[src/rtl/alu_arbiter.sv]
// alu_arbiter: round-robin sequencer sharing one combinational ALU between two requesters.
// Each accepted operation drives the ALU for one cycle, then holds a response until it is consumed.
module alu_arbiter #(
  parameter int WIDTH = 32
) (
  input  logic             clk,
  input  logic             reset,
  input  logic             req0_valid,
  output logic             req0_ready,
  input  logic [3:0]       req0_op,
  input  logic [WIDTH-1:0] req0_a,
  input  logic [WIDTH-1:0] req0_b,
  input  logic             req1_valid,
  output logic             req1_ready,
  input  logic [3:0]       req1_op,
  input  logic [WIDTH-1:0] req1_a,
  input  logic [WIDTH-1:0] req1_b,
  output logic [WIDTH-1:0] alu_in1,
  output logic [WIDTH-1:0] alu_in2,
  output logic [3:0]       alu_ctr,
  input  logic [WIDTH-1:0] alu_res,
  output logic             rsp_valid,
  input  logic             rsp_ready,
  output logic             rsp_id,
  output logic [WIDTH-1:0] rsp_result,
  output logic             rsp_zero,
  output logic             rsp_err
);
  typedef enum logic [1:0] {IDLE, EXEC, RESP} state_t;
  state_t state, state_n;
  logic last_grant, grant, hs, ok, drive;
  logic [3:0] op;
  logic [WIDTH-1:0] a, b;
  assign grant = (req0_valid & req1_valid) ? ~last_grant : req1_valid;
  assign req0_ready = (state == IDLE) & req0_valid & ~grant;
  assign req1_ready = (state == IDLE) & req1_valid & grant;
  assign hs = req0_ready | req1_ready;
  assign ok = op inside {4'b0010, 4'b0110, 4'b0000, 4'b0001, 4'b0111, 4'b1100};
  // unsupported ops leave the ALU at its idle drive
  assign drive = (state == EXEC) & ok;
  assign alu_ctr = drive ? op : 4'b0010;
  assign alu_in1 = drive ? a : '0;
  assign alu_in2 = drive ? b : '0;
  assign rsp_valid = state == RESP;
  assign rsp_zero = rsp_result == '0;
  always_comb begin
    state_n = state;
    case (state)
      IDLE: state_n = hs ? EXEC : IDLE;
      EXEC: state_n = RESP;
      RESP: state_n = rsp_ready ? IDLE : RESP;
      default: state_n = IDLE;
    endcase
  end
  always_ff @(posedge clk or posedge reset)
    if (reset) begin
      state <= IDLE;
      last_grant <= 1'b1;
      op <= '0;
      a <= '0;
      b <= '0;
      rsp_id <= 1'b0;
      rsp_result <= '0;
      rsp_err <= 1'b0;
    end else begin
      state <= state_n;
      if (hs) begin
        op <= grant ? req1_op : req0_op;
        a <= grant ? req1_a : req0_a;
        b <= grant ? req1_b : req0_b;
        rsp_id <= grant;
        last_grant <= grant;
      end
      if (state == EXEC) begin
        rsp_result <= ok ? alu_res : '0;
        rsp_err <= ~ok;
      end
    end
endmodule

[config.mk]
export PLATFORM = sky130hd
export DESIGN_NAME = alu_arbiter
export DESIGN_NICKNAME = d
export VERILOG_FILES = /design/src/rtl/alu_arbiter.sv
export SDC_FILE = /design/constraint.sdc
export NUM_CORES = 1
export LEC_CHECK = 0
export CAP_MARGIN = 10
export CORE_MARGIN = 2
export CORE_UTILIZATION = 37
export DETAILED_ROUTE_END_ITERATION = 12
export PLACE_DENSITY = 0.77
export SLEW_MARGIN = 20
export SYNTH_ARGS = -nofsm -noshare
export SYNTH_HDL_FRONTEND = slang
export SYNTH_SLANG_ARGS = --single-unit
[constraint.sdc]
create_clock -name clk -period 3.1 [get_ports clk]
set_input_delay 0.465 -clock clk [delete_from_list [all_inputs] [get_ports clk]]
set_output_delay 0.465 -clock clk [all_outputs]
set_load 0.005 [all_outputs]
==> results of run 1 <==
[area by class of cell]
type | count | area [um2]
sequential | 105 | 2630
inverter | 4 | 18.8
multi-input combinational | 332 | 2880
clock inverter | 6 | 60.1
fill | 1228 | 6190
tap | 188 | 235
timing repair buffer | 293 | 2960
clock buffer | 9 | 225
[logic make-up (layout without fill, tap and decap cells)]
family	count (synthesis)	count (layout)	synth area share
mux	136	136	0.271
flops	105	105	0.458
simple gates	56	56	0.0480
compound gates	139	139	0.175
buf+inv	50	312	0.0447
xor+xnor	1	1	0.00284
[worst max-delay path: cells and delay by family, from the launching register on]
kind / cells / cell delay, ns
AOI/OAI and AO/OA: 2 / 0.60
and+or+nand+nor: 1 / 0.25
buffers and inverters: 2 / 0.80
DFF: 1 / 0.43
[cell usage after synthesis (all sizes together) (2+ instances only)]
cell,number
a21boi,66
a21o,2
a32oi,32
buf,26
clkbuf,20
dfrtp,104
inv,4
mux2,132
mux2i,4
nand2,34
nand4,2
nor2,5
nor4,8
o21ai,34
[flip-flops by register name, summed over array words and instances, names as in the netlist]
| name | flops |
|---|---|
| op | 4 |
| a | 32 |
| rsp_id | 1 |
| rsp_err | 1 |
| last_grant | 1 |
| rsp_result | 32 |
| b | 32 |
| state | 2 |
[metal layers]
metal  vias to the layer above  part of all wire  GRT usage
met5                         -                 0          0
met2                       206              0.50      0.364
met3                        25             0.066     0.0536
met1                      2406              0.41      0.256
li1                       2317                 -          -
met4                         0             0.022     0.0786
[path summary, 6_finish.rpt]
| path | start | endpoint | slack [ns] | depth (start not counted) |
|---|---|---|---|---|
| max reg2reg | state[1]$_DFF_PP0_ | b[28]$_DFFE_PP0P_ | 1.17 | 4 |
| max in group asynchronous | reset | b[4]$_DFFE_PP0P_ | 1.83 | 3 |
| min in group asynchronous | reset | b[7]$_DFFE_PP0P_ | 0.62 | 2 |
| min reg2reg | rsp_id$_DFFE_PP0P_ | rsp_id$_DFFE_PP0P_ | 0.49 | 1 |
| min | rsp_id$_DFFE_PP0P_ | rsp_id$_DFFE_PP0P_ | 0.49 | 1 |
| max | op[3]$_DFFE_PP0P_ | alu_ctr[1] | 0.19 | 5 |
[repair_timing]
action	CTS	global route
hold buffers	0	0
resized for setup	0	1
setup endpoints to repair	0	19
[through the flow]
stage / hold WS [ns] / power, mW
after floorplan: 0.474 / 4.42
after global placement: 0.464 / 5.90
after detailed placement: 0.472 / 6.02
after CTS: 0.488 / 7.19
after global routing: 0.509 / 7.59
final: 0.489 / 7.12
[power groups by stage]
stage	Clock, mW	Combinational (mW)	Sequential (mW)
after global placement	0	3.49	2.40
after detailed placement	0	3.60	2.42
after floorplan	0	2.12	2.31
after CTS	1.17	3.61	2.41
after global routing	1.22	3.88	2.49
final	1.14	3.58	2.41
==> key figures, run 1 <==
Clocking
  – Root buffer cell: clkbuf_16
  – TritonCTS clock tree: yes
  – Worst skew pair latency: 0.35 ns
  – Clk slew on worst S/H paths: 0.07 ns
  – H-tree Lvls: 3
  – Post-CTS setup buffers: 0
  – Clock sinks: 105
  – Max clock buf depth: 2
  – CTS Buf Count: 9

Placed design
  – # port buffers: 278
  – Pre-CTS setup slack: approximately 0.50 ns
  – Final HPWL DP: 13,000 um
  – Placed cell count: 922
  – Post-DP Area: 8720 um2
  – GPL Wtd Cong: 0.855

STA
  – Setup Viol. Count Final: 0
  – PnR worst setup slack: roughly 0.19 ns
  – Final Max Tran Viols: 0
  – Slew @ Worst Pin: about 0.80 ns
  – Crit share post-route: 0.938
  – Final hold vios: 0
  – Fmax: 0.344 GHz
  – Post-Route Setup TNS: 0 ns
  – Max_slew headroom: 0.466
  – Min cycle time layout: 2.91 ns
  – RSZ-0062 raised after global routing: no
  – Clock Skew: 0.00845 ns

Logic synthesis
  – Synth warnings: 0
  – Synth top area cells: dfrtp_1 45%, mux2_2 25%, a21boi_0 6.2%
  – Mean Syn Cell Area: between 10 and 15 um2
  – Post-synthesis sequential area ratio: 0.458
  – Synth cell types: 37
  – Ys async rst share: 1.00
  – Post-synth EDFFs: 0
  – Yosys top cell by area: dfrtp_1
  – Flops & latches, synth: approximately 110
  – Syn Nets: 660
  – Mapped Cells: 487
  – Synth Flop Type: dfrtp_1
  – Share of the synthesized area in the top cell type: 0.454
  – Synthesized cell area: 5740 um2

Worst setup path
  – CP Launch Type: flip-flop
  – Crit end category: primary output
  – Max FO, Critical Path: 39
  – Worst Path Class, Setup: flip-flop to primary output
  – Worst Path Required: 2.63 ns
  – Slowest stage delay, CP: 0.53 ns
  – Arr. time, crit path: ~2.4 ns
  – Crit-path slowest cell: clkdlybuf4s50_1
  – Crit-path cells: and3b_1, o211ai_4, buf_12, a21o_1, clkdlybuf4s50_1

Die
  – DIE HEIGHT: between 100 and 150 um
  – I/O pin count: roughly 280
  – Die W: 129 um
  – Initial Util: 0.377
  – Core Area: approximately 15,000 um2
  – Row cnt: 45
  – Die ar.: around 17,000 um2

Layout
  – Layout cell share with drive strength beyond 1: 0.228
  – Most frequent cells in the layout: 278 x clkdlybuf4s50_1, 125 x mux2_2, 104 x dfrtp_1
  – Commonest non-fill, non-tap cell in the layout: clkdlybuf4s50_1
  – Non-Filler Instances: 937
  – Nets: 918
  – Final Instance Area: 9010 um2
  – Fin util: 0.593
  – Antenna Cells: 0
  – Area Overhead vs Synth: 57.1%

Detailed routing
  – Drt wl/cell: 18.7 um
  – Routed via count: 4,954
  – Vias/cell: 5.29
  – DR DRC count: 0
  – DRT antenna net count: 0
  – Number of DRC markers in iteration 0: about 140
  – Pre-antenna DRT Iters: 4
  – DRT Wirelength: 17,500 um

GRT
  – Number of global-route vias before repair: 5,200
  – Remaining global-route overflow: 0
  – Global-route wire length before repair: between 20,000 and 30,000 um
  – Pin count of the biggest net entering global routing: 44
  – Tot GR Track Use: 0.211
  – Initial antenna violation count: 0

Power
  – Pint: 4.70 mW
  – P_sw: 2.43 mW
  – Sw frac: 0.341
  – Leak: 3.50 nW
  – Maximum vdd drop: ~0.00032 V
  – Clock Power Share: 0.160
  – Part of the power in registers: 0.338
  – PwrDens: a little under 800 nW/um2
  – Comb pwr share: 0.502

Worst hold path
  – Hold WC Path Type: flip-flop to flip-flop

Run status
  – Outcome: finished clean

Job
  – Max_cap viols: 0
No activity file was read; power rests on OpenSTA's default activity.
==> inputs of run 2 (changes only) <==
CORE_UTILIZATION = 50   (was 37)
DONT_BUFFER_PORTS = 1   (was not set)
PLACE_DENSITY = 0.68   (was 0.77)
==> key figures, run 2 (synthesis gave the netlist of run 1 again) <==
Run status
  – Outcome: finished clean

Die
  – I/O pin count: 279
  – Core Area: 11,300 um2
  – Row cnt: 39
  – DIE HEIGHT: 111 um
  – Initial Util: 0.507
  – Die ar.: 12,300 um2
  – Die W: 111 um

STA
  – Clock Skew: 0.00632 ns
  – Final hold vios: 0
  – Min cycle time layout: 2.64 ns
  – RSZ-0062 raised after global routing: no
  – Final Max Tran Viols: 0
  – Crit share post-route: 0.851
  – Max_slew headroom: 0.475
  – Fmax: approximately 0.38 GHz
  – Slew @ Worst Pin: around 0.8 ns
  – Post-Route Setup TNS: 0 ns
  – Setup Viol. Count Final: 0

GRT
  – Number of global-route vias before repair: between 4k and 5k
  – Tot GR Track Use: 0.222
  – Global-route wire length before repair: 21,900 um
  – Remaining global-route overflow: 0
  – Pin count of the biggest net entering global routing: 106
  – Initial antenna violation count: 3

Power
  – Leak: 2.46 nW
  – PwrDens: 995 nW/um2
  – Maximum vdd drop: 0.000498 V

Clocking
  – Hold buffers post-CTS: 0
  – Worst skew pair latency: around 0.34 ns
  – Max clock buf depth: 2
  – Post-CTS setup buffers: 0
  – CTS Buf Count: 9
  – TritonCTS clock tree: yes
  – Clock sinks: 105
  – H-tree Lvls: 3
  – Post-CTS sizing: 0
  – Root buffer cell: clkbuf_16
  – Clk slew on worst S/H paths: 0.07 ns

Layout
  – Final Instance Area: between 6000 and 7000 um2
  – Most frequent cells in the layout: 125 x mux2_2, 104 x dfrtp_1, 47 x a21boi_0
  – Top flop regs: a x32, b x32, rsp_result x32
  – Layout cell share with drive strength beyond 1: 0.375
  – Area Overhead vs Synth: 8.22%
  – Nets: 645
  – Commonest non-fill, non-tap cell in the layout: mux2_2

Placed design
  – Final HPWL DP: just under 10,000 um
  – GPL Wtd Cong: 0.818
  – # port buffers: 0
  – Post-DP Area: 5880 um2

Worst setup path
  – Worst Path Class, Setup: flip-flop to primary output
  – Crit-path cells: and3b_1, o211ai_4, buf_4, a21boi_0, buf_4
  – R2r startpoint: state[1]$_DFF_PP0_
  – Crit-path most repeated cell: buf_4
  – Crit path launch: op[1]$_DFFE_PP0P_
  – Crit path max-delay family: buffers and inverters
  – Max FO, Critical Path: 68
  – Slowest stage delay, CP: 0.50 ns
  – Crit-path slowest cell: buf_4
  – Crit end category: primary output
  – Worst Path Required: 2.63 ns
  – Crit path buf inv count: 2
  – Arr. time, crit path: 2.17 ns
  – CP Launch Type: flip-flop

Worst hold path
  – Hold WC Path Type: input pin to async pin

Detailed routing
  – DR DRC count: 0
  – Routed via count: between 3k and 4k
  – Number of DRC markers in iteration 0: roughly 330
  – Vias/cell: 6.22
  – DRT antenna net count: 0
  – Drt wl/cell: 22.3 um
  – Pre-antenna DRT Iters: 4
  – DRT Wirelength: 13,900 um

Job
  – Max_cap viols: 0
## run 2: through the flow
step	instances	hold WS (ns)	total power [mW]	setup slack [ns]	util
global placement	604	0.484	4.90	0.883	0.519
global route	621	0.174	6.57	0.250	0.548
finish	622	0.141	6.18	0.460	0.548
floorplan	487	0.474	4.42	1.30	-
CTS	620	0.172	6.23	0.427	0.548
detailed placement	604	0.489	5.00	0.803	0.520
## run 2: final timing paths
| check | endpoint | slack, ns | cells past startpoint |
|---|---|---|---|
| worst max register to register | a[1]$_DFFE_PP0P_ | 1.02 | 4 |
| min in group clk | last_grant$_DFFE_PP1P_ | 0.19 | 1 |
| max in group asynchronous | last_grant$_DFFE_PP1P_ | 2.52 | 2 |
| worst min-delay path | rsp_result[24]$_DFFE_PP0N_ | 0.14 | 2 |
| worst max-delay path | alu_in2[0] | 0.46 | 5 |
| worst min register to register | b[11]$_DFFE_PP0P_ | 0.50 | 1 |
## run 2: power breakdown
group	leakage (nW)	internal, mW	switching [mW]	total (mW)
registers	1.28	2.01	0.434	2.44
logic	1.04	1.24	1.28	2.52
clock network	0.144	0.706	0.509	1.21
## run 2: layout make-up
cell class                 count  area, um2
antenna                        2       5.00
inverter                       4       18.8
multi-input combinational    332       2880
fill                         972       5110
timing repair buffer          20        175
clock inverter                 7       95.1
sequential                   105       2630
tap                          143        179
clock buffer                   9        225
## run 2: metal layers
metal	vias to the layer above	global-route usage	wire length, um
met3	19	0.0656	1120
met1	1910	0.266	5380
met5	-	0	0
met2	177	0.378	7080
met4	0	0.0864	286
li1	1764	-	-
